==> config.mk <==
export PLATFORM = sky130hd
export DESIGN_NAME = tone_note_decoder
export DESIGN_NICKNAME = d
export VERILOG_FILES = /design/src/rtl/tone_note_decoder.sv
export SDC_FILE = /design/constraint.sdc
export NUM_CORES = 1
export LEC_CHECK = 0
export BUFFER_PORTS_ARGS = -buffer_cell sky130_fd_sc_hd__buf_2
export CORE_MARGIN = 5
export CORE_UTILIZATION = 50
export DETAILED_ROUTE_END_ITERATION = 8
export PLACE_DENSITY = 0.73
export SYNTH_ARGS = -nofsm -noshare
export SYNTH_HDL_FRONTEND = slang
export SYNTH_SLANG_ARGS = --single-unit
export TNS_END_PERCENT = 1
==> constraint.sdc <==
create_clock -name clk -period 7.54 [get_ports clk]
set_input_delay 1.131 -clock clk [delete_from_list [all_inputs] [get_ports clk]]
set_output_delay 1.131 -clock clk [all_outputs]
set_load 0.02 [all_outputs]
==> src/rtl/tone_note_decoder.sv <==
// tone_note_decoder: measures the period of a square-wave tone and locks onto the matching note M1..M7.
// Define DUTY_CHECK_EN to reject tones whose low time is outside 25%..75% of the period.
module tone_note_decoder #(
   parameter logic [16:0] M1       = 17'd95600,
   parameter logic [16:0] M2       = 17'd85150,
   parameter logic [16:0] M3       = 17'd75850,
   parameter logic [16:0] M4       = 17'd71600,
   parameter logic [16:0] M5       = 17'd63750,
   parameter logic [16:0] M6       = 17'd56800,
   parameter logic [16:0] M7       = 17'd50600,
   parameter logic [16:0] TOL      = 17'd2000,
   parameter int          STABLE_N = 4,
   parameter logic [16:0] TIMEOUT  = 17'd120000
) (
   input  logic        clk,
   input  logic        rst,
   input  logic        tone_in,
   output logic [2:0]  note_code,
   output logic        note_valid,
   output logic [16:0] period_out,
   output logic        locked
);
   typedef enum logic [1:0] {IDLE, MEASURE, LOCKED} state_t;
   localparam logic [7:0] SN = 8'(STABLE_N);
   state_t      r_state, w_state_n;
   logic [1:0]  r_sync;
   logic        r_prev;
   logic [16:0] r_per_cnt, w_per_n, r_period, w_period_n;
   logic [2:0]  r_cand, w_cand_n, r_note, w_note_n, w_raw, w_class;
   logic [7:0]  r_cnt, w_cnt_n, w_m_cnt;
   logic        r_valid, w_valid_n, r_locked, w_lock_n;
   logic        w_fall, w_tmo, w_hit, w_stable;
   logic [16:0] w_p;
   function automatic logic near(input logic [16:0] p, input logic [16:0] m);
      return ((p >= m) ? p - m : m - p) <= TOL;
   endfunction
   assign w_fall = r_prev & ~r_sync[1];
   assign w_p    = r_per_cnt + 17'd1;
   assign w_tmo  = (r_per_cnt == TIMEOUT) & ~w_fall;
   assign w_raw  = near(w_p, M1) ? 3'd1 : near(w_p, M2) ? 3'd2 : near(w_p, M3) ? 3'd3 :
                   near(w_p, M4) ? 3'd4 : near(w_p, M5) ? 3'd5 : near(w_p, M6) ? 3'd6 :
                   near(w_p, M7) ? 3'd7 : 3'd0;
`ifdef DUTY_CHECK_EN
   logic        w_rise;
   logic [16:0] r_low_cnt, r_low;
   logic [18:0] w_l4, w_p3;
   assign w_rise  = ~r_prev & r_sync[1];
   assign w_l4    = {r_low, 2'b00};
   assign w_p3    = {2'b00, w_p} + {1'b0, w_p, 1'b0};
   assign w_class = (w_l4 >= {2'b00, w_p} && w_l4 <= w_p3) ? w_raw : 3'd0;
   always_ff @(posedge clk) begin
      if (rst) begin
         r_low_cnt <= '0;
         r_low     <= '0;
      end else begin
         r_low_cnt <= w_fall ? 17'd0 : (&r_low_cnt) ? r_low_cnt : r_low_cnt + 17'd1;
         if (w_rise) r_low <= r_low_cnt + 17'd1;
      end
   end
`else
   assign w_class = w_raw;
`endif
   assign w_hit    = (w_class == r_cand) && (w_class != 3'd0);
   assign w_m_cnt  = w_hit ? ((r_cnt == SN) ? r_cnt : r_cnt + 8'd1) : {7'd0, w_class != 3'd0};
   assign w_stable = (w_m_cnt == SN) && (w_class != 3'd0);
   assign w_per_n  = (r_state == IDLE || w_fall) ? 17'd0 :
                     (r_per_cnt == TIMEOUT) ? TIMEOUT : r_per_cnt + 17'd1;
   always_comb begin
      w_state_n  = r_state;
      w_note_n   = r_note;
      w_valid_n  = 1'b0;
      w_lock_n   = r_locked;
      w_cand_n   = r_cand;
      w_cnt_n    = r_cnt;
      w_period_n = r_period;
      case (r_state)
         IDLE: if (w_fall) w_state_n = MEASURE;
         MEASURE, LOCKED:
            if (w_fall) begin
               w_period_n = w_p;
               w_cand_n   = w_class;
               w_cnt_n    = w_m_cnt;
               if (w_stable && w_class != r_note) begin
                  w_note_n  = w_class;
                  w_lock_n  = 1'b1;
                  w_valid_n = 1'b1;
                  w_state_n = LOCKED;
               end
            end else if (w_tmo) begin
               w_state_n = IDLE;
               w_cand_n  = 3'd0;
               w_cnt_n   = 8'd0;
               w_note_n  = 3'd0;
               w_lock_n  = 1'b0;
               w_valid_n = (r_state == LOCKED);
            end
         default: w_state_n = IDLE;
      endcase
   end
   always_ff @(posedge clk) begin
      if (rst) begin
         r_sync    <= 2'b11;
         r_prev    <= 1'b1;
         r_state   <= IDLE;
         r_per_cnt <= '0;
         r_period  <= '0;
         r_cand    <= '0;
         r_cnt     <= '0;
         r_note    <= '0;
         r_valid   <= 1'b0;
         r_locked  <= 1'b0;
      end else begin
         r_sync    <= {r_sync[0], tone_in};
         r_prev    <= r_sync[1];
         r_state   <= w_state_n;
         r_per_cnt <= w_per_n;
         r_period  <= w_period_n;
         r_cand    <= w_cand_n;
         r_cnt     <= w_cnt_n;
         r_note    <= w_note_n;
         r_valid   <= w_valid_n;
         r_locked  <= w_lock_n;
      end
   end
   assign note_code  = r_note;
   assign note_valid = r_valid;
   assign period_out = r_period;
   assign locked     = r_locked;
endmodule

==> reports/qor.txt <==
sequential share of the synthesized area = 0.136
layout cells sized above 1 = 0.130
DP Wirelength = 22.7 mm
Clock Skew = 7.61 ps
Clock Sinks = 55
Post-Syn Area per Cell = 7.22 um^2
PwrDens = 67.0 mW/mm^2
Synth Register Bits = 55
Post-Syn Instances = 1,126
initial DRC count = 1,658
Hold Crit Class = reg2reg
Core Footprint = 0.0159 mm^2
synth warn = 0
first-pass GRT wire length = 48.0 mm
Final Setup Violations = 0
IO Pins = 25
Worst setup EP type = register
# hold bufs at CTS = 0
Worst-Margin Slew = 1160 ps
1st-pass router iterations = 7
vias in the first global route = 8,455
Starting Density = 0.511
CP Class = reg2reg
Post-CTS Setup Inserts = 0
# port buffers = 24
via count = 9,520
Tot Pwr = 0.000574 W
Post-synth EDFFs = 0
Rel. slew slack = 0.215
Final period util = 0.920
P&R area growth vs syn = 5.47%
setup_tns = 0 ps
number of antenna violations at the first check in global routing = 1
CTS resizes = 0
CP Data Required Time = 7780 ps
Slew Viols, Final = 0
slowest stage cell, crit path = dfxtp_1
Most common cell on crit path = nand3_1
Max VDD drop = 74.3 uV
CTS buffer count = 5
CTS tree = yes
Die Ht = 137 um
prevailing post-synth register cell = dfxtp_1
min Tclk post-route = 6940 ps
Post-synth ARST share = 0
Core Rows = 46
crit-path max cell delay = 1020 ps
Worst Path Arrival = 7180 ps
syn nets = 1,157
clock-pin slew on the worst setup and hold paths = 80 ps
Routed Wire Length = 31.1 mm
Cell variety after synth = 110
Root Driver = clkbuf_16
Routed Antenna Nets = 0
Hold WS = 440 ps
routed vias/inst = 7.23
antenna fix cells = 0
GR Overflow Total = 0
Startpoint Class = register
wire per inst = 23.6 um
Max Cap Viol = 0
DRC Markers = 0
H-tree levels = 2
Crit Path Max Fanout = 29
# nets final = 1,131
Worst-Skew Late Latency = 320 ps
chip width = 137 um
largest net degree at the start of global routing = 35
clk buf depth = 2
family with the most delay on the worst path = simple AND/OR/NAND/NOR gates
area of the mapped netlist = 0.00813 mm^2
RSZ-0062 raised after global routing = false
CP Cell Sequence = nand3_1 -> or3_1 -> and2_1 -> inv_2 -> ha_1 -> inv_1 -> o311ai_1 -> nand3_1 -> and4_1 -> nor4_1 -> nand4_1 -> o211ai_1 -> and3b_4 -> nor3b_1 -> nor2_1 -> nand2_1 -> or4b_4 -> a211oi_2
gr usage total = 0.323
Final Hold Fails = 0
status = finished, final reports clean
RePlAce Congestion = 1.09
number of buffers and inverters on the critical path = 2
die area = 0.0189 mm^2
leakage = 2.97 nW
fmax = 144 MHz
worst register-to-register path, stage by stage, from the launching register on:
cell and delay (ps):
dfxtp_1 1020, nand3_1 410, or3_1 430, and2_1 210
inv_2 270, ha_1 440, inv_1 200, o311ai_1 1020
nand3_1 130, and4_1 250, nor4_1 320, nand4_1 130
o211ai_1 440, and3b_4 300, nor3b_1 80, nor2_1 120
nand2_1 250, or4b_4 610, a211oi_2 220
power breakdown:
| part | leakage [nW] | total, W | internal (W) | switching, W |
|---|---|---|---|---|
| sequential | 0.444 | 0.000294 | 0.000292 | 0.00000112 |
| combinational | 2.45 | 0.0000251 | 0.00000690 | 0.0000182 |
| clock | 0.0708 | 0.000255 | 0.000126 | 0.000129 |
| total | 2.97 | 0.000574 | 0.000426 | 0.000148 |
cells in the mapped netlist (all sizes together), types with 19 or more instances:
cell      n  area (um^2)
nor2     96          363
nand3    43          233
a211oi   37          288
o21ai    74          378
a31oi    30          209
ha       28          350
or3      19          119
clkbuf   49          188
dfxtp    55         1100
nand2   100          378
nor4     25          223
nand4    20          170
nor3     36          216
xnor2    60          541
a21oi    64          332
buf      39          216
inv      24         90.1
cell families (layout without fill, tap and decap cells):
family	count (synthesis)	after routing	synth area share
XOR/XNOR	70	70	0.0805
adder cells (fa/ha/maj)	28	28	0.0431
multiplexers	23	23	0.0299
flip-flops	55	55	0.136
AO/OA/AOI/OAI	392	392	0.343
buffers and inverters	113	88	0.0613
AND/OR/NAND/NOR	445	445	0.306
sequential cells by signal, summed over array words and instances (netlist names):
register,count
period_out,17
r_per_cnt,17
r_cnt,8
note_code,3
r_cand,3
r_state,2
r_sync,2
locked,1
note_valid,1
r_prev,1
stage by stage:
stage | utilization | instance area, um^2 | setup slack, ps | std cells
floorplan | - | 8130 | 1800 | 1126
global placement | 0.530 | 8420 | 1020 | 1309
detailed placement | 0.530 | 8420 | 921 | 1309
CTS | 0.539 | 8570 | 895 | 1317
global route | 0.539 | 8570 | 324 | 1317
finish | 0.539 | 8570 | 601 | 1317
cells in the final DEF (no fill, tap or decap), drive strengths merged, types with 14 or more instances in the layout:
cell    Yosys  routed
a211oi     37      37
a21o       14      14
a21oi      64      64
a31oi      30      30
and3       17      17
buf        39      55
dfxtp      55      55
ha         28      28
inv        24      26
mux2i      16      16
nand2     100     100
nand3      43      43
nand4      20      20
nor2       96      96
nor3       36      36
nor4       25      25
o211ai     18      18
o21ai      74      74
o22ai      16      16
o31ai      18      18
or3        19      19
xnor2      60      60
final cells by class:
type	instances	area [um^2]
Timing Repair Buffer	55	353
Inverter	25	93.8
Sequential cell	55	1100
Multi-Input combinational cell	958	6600
Clock inverter	3	25.0
Fill cell	1553	7320
Clock buffer	5	125
Tap cell	216	270
per-layer routing:
| layer | wire [um] | vias to the layer above | global-route usage |
|---|---|---|---|
| met5 | 15 | - | 0 |
| met4 | 1880 | 2 | 0.164 |
| met3 | 4180 | 151 | 0.0884 |
| met2 | 12500 | 757 | 0.466 |
| met1 | 12500 | 4366 | 0.438 |
| li1 | - | 4244 | - |
worst paths after layout:
path,end,slack (ps),cells after the start,from
max,r_state[1],600,18,r_per_cnt[2]
min,r_sync[1],440,1,r_sync[0]
max reg2reg,r_state[1],600,18,r_per_cnt[2]
min reg2reg,r_sync[1],440,1,r_sync[0]
Note: power is estimated with default switching activity, not from simulation.
